==> config.mk <==
export PLATFORM = sky130hd
export DESIGN_NAME = fetch_sequencer_flat
export DESIGN_NICKNAME = d
export VERILOG_FILES = /design/src/rtl/fetch_sequencer_if.sv /design/src/rtl/fetch_sequencer.sv /design/src/flat_wrapper.sv
export SDC_FILE = /design/constraint.sdc
export NUM_CORES = 1
export LEC_CHECK = 0
export CAP_MARGIN = 10
export CORE_ASPECT_RATIO = 0.6
export CORE_UTILIZATION = 39
export CTS_CLUSTER_SIZE = 16
export DETAILED_ROUTE_END_ITERATION = 8
export PLACE_DENSITY = 0.72
export SKIP_LAST_GASP = 1
export SYNTH_ARGS = -nofsm -noshare
export SYNTH_HDL_FRONTEND = slang
export SYNTH_SLANG_ARGS = --single-unit
export TNS_END_PERCENT = 10
==> constraint.sdc <==
create_clock -name Clk -period 1.74 [get_ports Clk]
set_clock_uncertainty 0.05 [all_clocks]
set_input_delay 0.261 -clock Clk [delete_from_list [all_inputs] [get_ports Clk]]
set_output_delay 0.261 -clock Clk [all_outputs]
set_load 0.05 [all_outputs]
==> src/rtl/fetch_sequencer_if.sv <==
// Control bundle between the fetch sequencer and the datapath/memory.
// master = sequencer side, slave = datapath/memory/execute side.
`timescale 1ns/1ps
interface fetch_sequencer_if;
  logic        run;
  logic        MFC;
  logic        exec_done;
  logic        MARE, MDRE, IRE, PCE, nPCE;
  logic        ClrPC, nPCClr, IRClr;
  logic [1:0]  MAR_SEL, MDR_SEL, nPC_SEL;
  logic        MOP_SEL;
  logic [5:0]  OP1;
  logic        nPC_ADDSEL;
  logic        MFA;
  logic        nPC_ADD;
  logic        ir_valid;
  logic        mem_fault;
  logic [3:0]  state;
  logic [15:0] fetch_count;

  modport master (
    input  run, MFC, exec_done,
    output MARE, MDRE, IRE, PCE, nPCE, ClrPC, nPCClr, IRClr,
           MAR_SEL, MDR_SEL, nPC_SEL, MOP_SEL, OP1, nPC_ADDSEL,
           MFA, nPC_ADD, ir_valid, mem_fault, state, fetch_count
  );

  modport slave (
    output run, MFC, exec_done,
    input  MARE, MDRE, IRE, PCE, nPCE, ClrPC, nPCClr, IRClr,
           MAR_SEL, MDR_SEL, nPC_SEL, MOP_SEL, OP1, nPC_ADDSEL,
           MFA, nPC_ADD, ir_valid, mem_fault, state, fetch_count
  );
endinterface

==> src/rtl/fetch_sequencer.sv <==
// Moore FSM sequencing datapath reset and instruction fetch; MFA/MFC memory handshake with timeout.
// Latency: 3+k edges F_MAR->ir_valid (k = MFA cycles); stalls in F_MEM for MFC and in EXEC for exec_done.
`timescale 1ns/1ps
module fetch_sequencer #(
  parameter int          MFC_TIMEOUT = 16,
  parameter logic [5:0]  RD_WORD_OP  = 6'h08
) (
  input  logic               Clk,
  input  logic               Clr,
  fetch_sequencer_if.master  bus
);

  typedef enum logic [3:0] {
    RST_CLR = 4'd0,
    RST_INC = 4'd1,
    IDLE    = 4'd2,
    F_MAR   = 4'd3,
    F_MEM   = 4'd4,
    F_IR    = 4'd5,
    F_PC    = 4'd6,
    EXEC    = 4'd7,
    FAULT   = 4'd8
  } state_e;

  localparam logic [7:0] TMO_LAST = 8'(MFC_TIMEOUT - 1);

  state_e      state_q, state_d;
  logic [7:0]  tmo_q, tmo_d;
  logic [15:0] cnt_q, cnt_d;

  always_ff @(posedge Clk or negedge Clr) begin
    if (!Clr) begin
      state_q <= RST_CLR;
      tmo_q   <= '0;
      cnt_q   <= '0;
    end else begin
      state_q <= state_d;
      tmo_q   <= tmo_d;
      cnt_q   <= cnt_d;
    end
  end

  always_comb begin
    state_d         = state_q;
    tmo_d           = tmo_q;
    cnt_d           = cnt_q;

    bus.MARE        = 1'b1;
    bus.MDRE        = 1'b1;
    bus.IRE         = 1'b1;
    bus.PCE         = 1'b1;
    bus.nPCE        = 1'b1;
    bus.ClrPC       = 1'b1;
    bus.nPCClr      = 1'b1;
    bus.IRClr       = 1'b1;
    bus.MAR_SEL     = 2'd1;
    bus.MDR_SEL     = 2'd0;
    bus.nPC_SEL     = 2'd0;
    bus.MOP_SEL     = 1'b1;
    bus.OP1         = RD_WORD_OP;
    bus.nPC_ADDSEL  = 1'b0;
    bus.MFA         = 1'b0;
    bus.nPC_ADD     = 1'b0;
    bus.ir_valid    = 1'b0;
    bus.mem_fault   = 1'b0;
    bus.state       = state_q;
    bus.fetch_count = cnt_q;

    case (state_q)
      RST_CLR: begin
        bus.ClrPC  = 1'b0;
        bus.nPCClr = 1'b0;
        bus.IRClr  = 1'b0;
        state_d    = RST_INC;
      end
      RST_INC: begin
        bus.nPCE    = 1'b0;
        bus.nPC_ADD = 1'b1;
        state_d     = IDLE;
      end
      IDLE: begin
        if (bus.run) state_d = F_MAR;
      end
      F_MAR: begin
        bus.MARE = 1'b0;
        tmo_d    = '0;
        state_d  = F_MEM;
      end
      F_MEM: begin
        bus.MFA  = 1'b1;
        bus.MDRE = 1'b0;
        // A late MFC on the final allowed cycle still wins over the timeout.
        if (bus.MFC)                 state_d = F_IR;
        else if (tmo_q == TMO_LAST)  state_d = FAULT;
        else                         tmo_d   = tmo_q + 8'd1;
      end
      F_IR: begin
        bus.IRE = 1'b0;
        state_d = F_PC;
      end
      F_PC: begin
        bus.PCE     = 1'b0;
        bus.nPCE    = 1'b0;
        bus.nPC_ADD = 1'b1;
        cnt_d       = cnt_q + 16'd1;
        state_d     = EXEC;
      end
      EXEC: begin
        bus.ir_valid = 1'b1;
        if (bus.exec_done) state_d = bus.run ? F_MAR : IDLE;
      end
      FAULT: begin
        bus.mem_fault = 1'b1;
      end
      default: begin
        state_d = RST_CLR;
      end
    endcase
  end

endmodule

==> src/flat_wrapper.sv <==
// flat-port wrapper written by rule: the top's interface ports become plain ports
module fetch_sequencer_flat 
#(
  parameter int          MFC_TIMEOUT = 16,
  parameter logic [5:0]  RD_WORD_OP  = 6'h08
)
  (Clk, Clr, bus_run, bus_MFC, bus_exec_done, bus_MARE, bus_MDRE, bus_IRE, bus_PCE, bus_nPCE, bus_ClrPC, bus_nPCClr, bus_IRClr, bus_MAR_SEL, bus_MDR_SEL, bus_nPC_SEL, bus_MOP_SEL, bus_OP1, bus_nPC_ADDSEL, bus_MFA, bus_nPC_ADD, bus_ir_valid, bus_mem_fault, bus_state, bus_fetch_count);
  fetch_sequencer_if bus_i ();
  input  logic Clk;
  input  logic Clr;
  input wire logic [$bits(bus_i.run)-1:0] bus_run;
  input wire logic [$bits(bus_i.MFC)-1:0] bus_MFC;
  input wire logic [$bits(bus_i.exec_done)-1:0] bus_exec_done;
  output wire logic [$bits(bus_i.MARE)-1:0] bus_MARE;
  output wire logic [$bits(bus_i.MDRE)-1:0] bus_MDRE;
  output wire logic [$bits(bus_i.IRE)-1:0] bus_IRE;
  output wire logic [$bits(bus_i.PCE)-1:0] bus_PCE;
  output wire logic [$bits(bus_i.nPCE)-1:0] bus_nPCE;
  output wire logic [$bits(bus_i.ClrPC)-1:0] bus_ClrPC;
  output wire logic [$bits(bus_i.nPCClr)-1:0] bus_nPCClr;
  output wire logic [$bits(bus_i.IRClr)-1:0] bus_IRClr;
  output wire logic [$bits(bus_i.MAR_SEL)-1:0] bus_MAR_SEL;
  output wire logic [$bits(bus_i.MDR_SEL)-1:0] bus_MDR_SEL;
  output wire logic [$bits(bus_i.nPC_SEL)-1:0] bus_nPC_SEL;
  output wire logic [$bits(bus_i.MOP_SEL)-1:0] bus_MOP_SEL;
  output wire logic [$bits(bus_i.OP1)-1:0] bus_OP1;
  output wire logic [$bits(bus_i.nPC_ADDSEL)-1:0] bus_nPC_ADDSEL;
  output wire logic [$bits(bus_i.MFA)-1:0] bus_MFA;
  output wire logic [$bits(bus_i.nPC_ADD)-1:0] bus_nPC_ADD;
  output wire logic [$bits(bus_i.ir_valid)-1:0] bus_ir_valid;
  output wire logic [$bits(bus_i.mem_fault)-1:0] bus_mem_fault;
  output wire logic [$bits(bus_i.state)-1:0] bus_state;
  output wire logic [$bits(bus_i.fetch_count)-1:0] bus_fetch_count;
  assign bus_i.run = bus_run;
  assign bus_i.MFC = bus_MFC;
  assign bus_i.exec_done = bus_exec_done;
  assign bus_MARE = bus_i.MARE;
  assign bus_MDRE = bus_i.MDRE;
  assign bus_IRE = bus_i.IRE;
  assign bus_PCE = bus_i.PCE;
  assign bus_nPCE = bus_i.nPCE;
  assign bus_ClrPC = bus_i.ClrPC;
  assign bus_nPCClr = bus_i.nPCClr;
  assign bus_IRClr = bus_i.IRClr;
  assign bus_MAR_SEL = bus_i.MAR_SEL;
  assign bus_MDR_SEL = bus_i.MDR_SEL;
  assign bus_nPC_SEL = bus_i.nPC_SEL;
  assign bus_MOP_SEL = bus_i.MOP_SEL;
  assign bus_OP1 = bus_i.OP1;
  assign bus_nPC_ADDSEL = bus_i.nPC_ADDSEL;
  assign bus_MFA = bus_i.MFA;
  assign bus_nPC_ADD = bus_i.nPC_ADD;
  assign bus_ir_valid = bus_i.ir_valid;
  assign bus_mem_fault = bus_i.mem_fault;
  assign bus_state = bus_i.state;
  assign bus_fetch_count = bus_i.fetch_count;
  fetch_sequencer #(.MFC_TIMEOUT(MFC_TIMEOUT), .RD_WORD_OP(RD_WORD_OP)) u_core (.Clk(Clk), .Clr(Clr), .bus(bus_i));
endmodule
Yosys cells after proc, flatten, opt, wreduce, memory -nomap -nowiden
Index checks and enable logic that the tools add are counted.
{ "totals": {"input_bits": 5, "reg_bits": 28, "word_cells": 44, "mem_bits_ro": 0, "mem_count": 0, "latchBits": 0, "ramBits": 0} }
{ "op_classes": {"div": 0, "mux": 19, "n_bitwise": 1, "order_cmp": 0, "n_reduce_logical": 5, "eq_ne": 14, "n_mul": 0, "n_shift": 0, "n_addsub": 2} }
{ "op_table": {"columns": ["operator", "n"], "rows": [
  ["$pmux W4 S9", 1],
  ["$add A16 B1 Y16 const B", 1],
  ["$eq A4 B3 Y1 const B", 4],
  ["$mux W4", 4],
  ["$mux W8", 2],
  ["$pmux W8 S2", 1],
  ["$mux W1", 11],
  ["$add A8 B1 Y8 const B", 1],
  ["$eq A4 B2 Y1 const B", 2],
  ["$eq A8 B4 Y1 const B", 1],
  ["$ne A2 B2 Y1 const B", 4],
  ["$eq A4 B1 Y1 const B", 1],
  ["$eq A4 B4 Y1 const B", 1],
  ["$logic_not A4 Y1", 1],
  ["$reduce_and A4 Y1", 1],
  ["$ne A3 B2 Y1 const B", 1],
  ["$reduce_and A3 Y1", 1],
  ["$reduce_bool A2 Y1", 1],
  ["$reduce_or A2 Y1", 1],
  ["$not A1 Y1", 1]
]} }

Longest topological paths before layout
Gate-level depths: netlist of run 1.
{ "depth": {"ltp_word": 4, "depth_mapped": 6} }

Least setup slack after synthesis of run 1
Ideal clock, no wire load.
{ "synth_timing": {"kind": "flip-flop to output port", "from": "register u_core.state_q[0] (netlist: u_core.bus.state[0])", "to": "output port bus_mem_fault", "t_arrival_ns": 2.617, "path_buffers": 1, "stages_incl_launch_ff": 3, "path_slack_ns": -1.188, "required_time_ns": 1.429, "path_cell_list": "dfrtp_1 > clkbuf_1 > nor4b_1"} }
{ "synth_between": {"elab_chain_cells": 2} }
{ "synth_rtl": {"columns": ["item", "line_no", "source"], "rows": [
  ["from (decl)", "fetch_sequencer.sv:27", "state_e state_q, state_d;"],
  ["from (signal assigned)", "fetch_sequencer.sv:37", "state_q <= state_d;"],
  ["$eq A4 B4 Y1", "fetch_sequencer.sv:69", "case (state_q)"],
  ["$mux W1", "fetch_sequencer.sv:69", null],
  ["to (decl)", "flat_wrapper.sv:31", "output wire logic [$bits(bus_i.mem_fault)-1:0] bus_mem_fault;"]
]} }
Every way passes these cells.

Worst setup path after layout of run 1
{ "layout_timing": {"from": "register u_core.state_q[0] (netlist: u_core.bus.state[0])", "to": "output port bus_nPCClr"} }
{ "layout_between": {"elab_chain_cells": 2} }
{ "layout_rtl": {"columns": ["item", "line_no", "source"], "rows": [
  ["$logic_not A4 Y1", "fetch_sequencer.sv:69", null],
  ["$mux W1", "fetch_sequencer.sv:69", null],
  ["to (decl)", "flat_wrapper.sv:20", "output wire logic [$bits(bus_i.nPCClr)-1:0] bus_nPCClr;"]
]} }
Every way passes these cells.

==> results of run 1 <==
==> how the worst max path moves through the flow <==
| stage | from | to | slack (ps) | cells after the start |
|---|---|---|---|---|
| floorplan | u_core.bus.state[0] | bus_nPCE | -260 | 4 |
| global placement | u_core.bus.state[0] | u_core.tmo_q[0] | 40 | 4 |
| detailed placement | u_core.bus.state[0] | u_core.tmo_q[1] | -70 | 4 |
| CTS | u_core.bus.state[3] | bus_IRClr | -160 | 3 |
| global route | u_core.bus.state[0] | bus_IRClr | -210 | 3 |
| finish | u_core.bus.state[0] | bus_nPCClr | -170 | 3 |
==> flip-flops by register name (all words and copies together), names as in the netlist <==
register and count:
u_core.bus.fetch_count 16, u_core.tmo_q 8, u_core.bus.state 4
==> repair_timing <==
item / in CTS / in global routing
setup buffers: 3 / 6
gates resized for setup: 9 / 6
pin swaps: 2 / 3
endpoints found under the setup margin: 14 / 24
hold buffers: 0 / 0
==> metal layers <==
layer	GRT usage, %	routed length, microns	vias to the layer above
met2	26.29	1715	43
met5	0	0	-
met1	22.05	1735	621
li1	-	-	621
met4	3.390	45	0
met3	3.393	127	6
==> cells by family after synthesis <==
group | count (synthesis) | share of synthesized area [%]
adder cells (fa/ha/maj) | 2 | 1.600
flip-flops | 28 | 44.80
AND/OR/NAND/NOR | 63 | 21.84
XOR/XNOR | 17 | 9.520
multiplexers | 5 | 3.280
buffers and inverters | 32 | 12.56
AO/OA/AOI/OAI | 14 | 5.921
other | 2 | 0.4802
==> critical path, cell delays in order (launching register included) <==
cell,delay [ps]
dfrtp_2,440
buf_8,140
or4_4,580
buf_8,180
==> area by class of cell <==
class                   instances  share of cell area [%]
clock buffers                   3                   1.868
clock inverters                 1                   1.358
inverters                      10                   1.868
multi-input cells             115                   35.09
flip-flops and latches         28                   31.92
well taps                      47                   2.660
repair buffers                 54                   25.24
==> power by group <==
part           total, mW  switching [mW]  internal, mW
registers          0.916           0.140         0.776
clock network      0.508           0.200         0.308
logic               2.25            1.35         0.903
==> synth_stat cells, drive strengths merged (4+ instances only) <==
library cell,number
xnor2,10
nand3,7
dfrtp,28
nand2,13
inv,10
nor3,5
nand4,6
mux2i,4
nor2,13
xor2,7
buf,19
==> per-stage QoR <==
stage          setup slack (ps)  util [%]  instances  hold WS (ps)  TNS (ps)
4_1_cts                  -155.1     57.29        252         313.6     -1408
5_1_grt                  -212.1     59.06        258         341.2     -2798
6_report                 -173.2     59.06        258         294.0     -1451
3_3_place_gp              41.99     53.88        245         411.6         0
2_1_floorplan            -259.4         -        175        -84.59     -2822
3_5_place_dp             -67.92     53.88        245         422.5    -91.57
==> run_results.csv, run 1 <==
group,metric,value,unit
outcome,outcome,"finished, violations left",
outcome,violations,"negative setup slack",
global_route,grt_pass1_vias,1134,
placement,port_buffers,36,
clock_tree,clock-root-buffer,"clkbuf_8",
worst_hold_path,hold_path.class,"input port to asynchronous set/reset pin",
worst_setup_path,r2r-end,"u_core.tmo_q[1]",
worst_setup_path,regToRegSetupSlack,-80,ps
synthesis,syn_inst,163,
floorplan,core-area,3744,sq um
drt,viasPerCell,5.004,
drt,first_pass_iters,4,
sta,report.final.setup_viol,17,
final_layout,area_growth,41.36,%
clock_tree,clkTransAtPathRegs,100,ps
global_route,grt_max_degree,29,
synthesis,async_flop_share,100.0,%
worst_setup_path,worstPathArrival,1600,ps
placement,dp_hpwl,2.539,mm
sta,finalHoldViolCount,0,
synthesis,ys_types,40,
clock_tree,cts_tree,"yes",
global_route,track_usage,16.00,%
final_layout,drive_gt1_share,33.18,%
sta,rsz0062_at_grt,"true",
pwr,ir_drop,0.001391,V
synthesis,synth_top_area_share,44.80,%
synthesis,yosysTopAreaCell,"dfrtp_1",
final_layout,final_area,2211,sq um
floorplan,die_h,51.05,microns
final_layout,mostFrequentLayoutCells,"buf_4 (33), dfrtp_1 (24), conb_1 (14)",
drt,via_count,1291,
drt,post_drt_wl_per_cell,14.05,microns
synthesis,ys_ff_latch,28,
floorplan,fp.dieArea,4276,sq um
pwr,powerDensity,1661,nW/um^2
worst_setup_path,r2r-start,"u_core.bus.state[0]",
sta,slew_violations,0,
global_route,antenna_found_initial,0,
worst_setup_path,crit_required,1430,ps
synthesis,syn_area,1564,sq um
final_layout,multiInputGateArea,775.7,sq um
synthesis,ys_seq_area_share,44.80,%
global_route,grt_remaining_overflow,0,
clock_tree,clock_path_buffers,2,
clock_tree,insertion_delay,280,ps
synthesis,synthFlopType,"dfrtp_1",
drt,drc,0,
floorplan,ioPinCount,51,
run,maxCapViolCount,0,
clock_tree,cts_sinks,28,
worst_setup_path,cp-start-kind,"flop",
placement,place_congestion,0.8366,
global_route,grt_pass1_wl,5.375,mm
worst_setup_path,path_class,"flop to output port",
synthesis,synthTopCellsByArea,"dfrtp_1 (45%), buf_4 (7.7%), xnor2_1 (5.6%)",
synthesis,yosysWarnings,0,
final_layout,layout.area.seq,705.7,sq um
final_layout,final_common_cell,"buf_4",
worst_setup_path,end_kind,"output port",
worst_setup_path,critPathMaxFanout,6,
synthesis,synth_edf_count,0,
synthesis,syn_area_per_cell,9.595,sq um
clock_tree,h-tree-depth,1,
worst_setup_path,rr_worst_depth,4,
floorplan,fp.dieW,83.76,microns
sta,fmax,0.5227,GHz
final_layout,fin_nets,219,
clock_tree,cts-buffers-inserted,3,
final_layout,n_fill_cell,314,
pwr,p_leak,1.075,nW
pwr,power.total,3.673,mW
placement,place_area,2017,sq um
sta,fin_crit_sh,110.0,%
drt,ant_nets,0,
drt,totalWireLength,3.624,mm
final_layout,diodes,0,
floorplan,rows,17,
drt,drtIter0Drc,87,
sta,setup_ws,-173.2,ps
floorplan,initial_utilization,41.78,%
sta,min_period,1913,ps
No activity file was read; power rests on OpenSTA's default activity.
==> inputs of run 2 (changes only) <==
--- a/config.mk
+++ b/config.mk
@@ -5,12 +5,14 @@
 export SDC_FILE = /design/constraint.sdc
 export NUM_CORES = 1
 export LEC_CHECK = 0
+export ABC_AREA = 0
 export CAP_MARGIN = 10
 export CORE_ASPECT_RATIO = 0.6
-export CORE_UTILIZATION = 39
+export CORE_UTILIZATION = 41
 export CTS_CLUSTER_SIZE = 16
 export DETAILED_ROUTE_END_ITERATION = 8
-export PLACE_DENSITY = 0.72
+export MAX_ROUTING_LAYER = met4
+export PLACE_DENSITY = 0.75
 export SKIP_LAST_GASP = 1
 export SYNTH_ARGS = -nofsm -noshare
 export SYNTH_HDL_FRONTEND = slang
==> run 2 against run 1 <==
  * The run still ends with negative setup slack left
  * Final cell count fell by 0.78%
  * Worst hold slack gained 23 ps
  * Sequential share of layout area grew 0.46 points
  * Critical endpoint unchanged
==> run_results.csv, run 2 (synthesis results as in run 1) <==
group,metric,value,unit
run,maxCapViolCount,0,
outcome,outcome,"finished, violations left",
clock_tree,clkTransAtPathRegs,90,ps
sta,holdWs,317.3,ps
final_layout,final_common_cell,"buf_4",
sta,finalHoldViolCount,0,
final_layout,area_growth,39.36,%
clock_tree,cts_sinks,28,
worst_hold_path,hold_path.class,"input port to asynchronous set/reset pin",
placement,dp_hpwl,2.719,mm
global_route,busiest_layer,"met2",
pwr,powerDensity,1601,nW/um^2
sta,rsz0062_at_grt,"true",
final_layout,post-route-util,63.30,%
floorplan,ioPinCount,51,
drt,drtIter0Drc,56,
worst_setup_path,crit_required,1430,ps
clock_tree,cts-buffers-inserted,3,
pwr,power.total,3.490,mW
sta,setup_ws,-149.8,ps
floorplan,fp.dieArea,4074,sq um
floorplan,fp.dieW,81.74,microns
worst_setup_path,critical-path-slowest-cell,"or4_4",
global_route,grt_max_degree,29,
drt,post_drt_wl_per_cell,14.49,microns
sta,fmax,0.5291,GHz
sta,slew_violations,0,
worst_setup_path,crit_chain,"buf_6 -> or4_4 -> buf_8",
placement,port_buffers,36,
worst_setup_path,worst_path_largest_cell_delay,580,ps
clock_tree,clock-root-buffer,"clkbuf_8",
drt,viasPerCell,5.125,
global_route,antenna_found_initial,0,
final_layout,n_fill_cell,291,
global_route,grt_pass1_vias,1250,
final_layout,fin_nets,219,
final_layout,largest_register_ff_count,16,
sta,min_period,1890,ps
outcome,violations,"negative setup slack",
worst_setup_path,worstPathArrival,1580,ps
drt,via_count,1312,
drt,totalWireLength,3.710,mm
clock_tree,cts_tree,"yes",
final_layout,diodes,0,
sta,report.final.setup_viol,16,
drt,drc,0,
worst_setup_path,rr_worst_depth,4,
global_route,grt_pass1_wl,6.072,mm
global_route,grt_util_met3,4.630,%
sta,fin_crit_sh,108.6,%
global_route,grt_remaining_overflow,0,
final_layout,mostFrequentLayoutCells,"buf_4 (35), dfrtp_1 (24), conb_1 (14)",
clock_tree,clock_path_buffers,2,
worst_setup_path,end_kind,"output port",
final_layout,drive_gt1_share,34.12,%
clock_tree,h-tree-depth,1,
pwr,ir_drop,0.0009517,V
worst_setup_path,path_class,"flop to output port",
drt,first_pass_iters,4,
drt,ant_nets,0,
floorplan,die_h,49.84,microns
clock_tree,insertion_delay,270,ps
worst_setup_path,r2r-start,"u_core.bus.state[0]",
worst_setup_path,critPathMaxFanout,5,
floorplan,rows,16,
global_route,use_met1,27.67,%
global_route,track_usage,20.15,%
pwr,p_leak,1.053,nW
floorplan,core-area,3443,sq um
global_route,grt_use_met2,31.40,%
floorplan,initial_utilization,45.42,%
worst_setup_path,critPathLaunch,"u_core.bus.state[0]",
worst_setup_path,cp-start-kind,"flop",
placement,place_congestion,0.8262,
==> run 2: timing repair <==
action / in CTS / in global routing
resized for setup: 9 / 8
setup endpoints to repair: 15 / 30
setup buffers: 5 / 1
hold buffers: 0 / 0
pin swaps: 2 / 1
==> run 2: final cells by class <==
class                      count  area (sq um)  share of cell area (%)
timing repair buffer          54         544.3                   24.97
multi-input combinational    115         787.0                   36.11
sequential                    28         705.7                   32.38
inverter                      10         41.29                   1.894
clock buffer                   4         45.04                   2.067
tap                           45         56.30                   2.583
==> run 2: routing by layer <==
layer	routed length, microns	share of wire [%]
met5	0	0
met4	21	0.57
met3	175	4.7
met2	1765	48
met1	1746	47
==> run 2: critical path, delay by kind of cell, from the launching register on <==
family | cells | cell delay (ps)
and+or+nand+nor | 1 | 580
buffers and inverters | 2 | 310
DFF | 1 | 420
==> run 2: worst paths after layout <==
kind | endpoint | slack, ps
worst max-delay path | bus_nPCClr | -150
worst min-delay path | u_core.tmo_q[6] | 320
worst max register to register | u_core.tmo_q[0] | -100
worst min register to register | u_core.bus.fetch_count[6] | 460
max in group asynchronous | u_core.bus.state[2] | 1030
min in group Clk | u_core.bus.fetch_count[6] | 460
==> run 2: through the flow <==
stage	setup TNS, ps	area [sq um]	cells	setup WS [ps]
3_5_place_dp	-180.3	2024	246	-72.05
6_report	-1364	2180	256	-149.8
2_1_floorplan	-2822	1699	175	-259.4
5_1_grt	-3649	2180	256	-238.8
3_3_place_gp	0	2024	246	23.88
4_1_cts	-1524	2141	255	-155.2
==> run 2: where the power goes <==
part	internal, mW	total [mW]	switching (mW)	leakage, nW
Combinational	0.889	2.24	1.35	0.662
Clock	0.164	0.352	0.189	0.0228
Sequential	0.775	0.902	0.127	0.368
==> inputs of run 3 (changes only) <==
--- a/config.mk
+++ b/config.mk
@@ -11,6 +11,7 @@
 export CORE_UTILIZATION = 41
 export CTS_CLUSTER_SIZE = 16
 export DETAILED_ROUTE_END_ITERATION = 8
+export HOLD_SLACK_MARGIN = 0.15
 export MAX_ROUTING_LAYER = met4
 export PLACE_DENSITY = 0.75
 export SKIP_LAST_GASP = 1
==> results of run 3 <==
The final DEF is identical to that of run 2; final timing and power are the same.
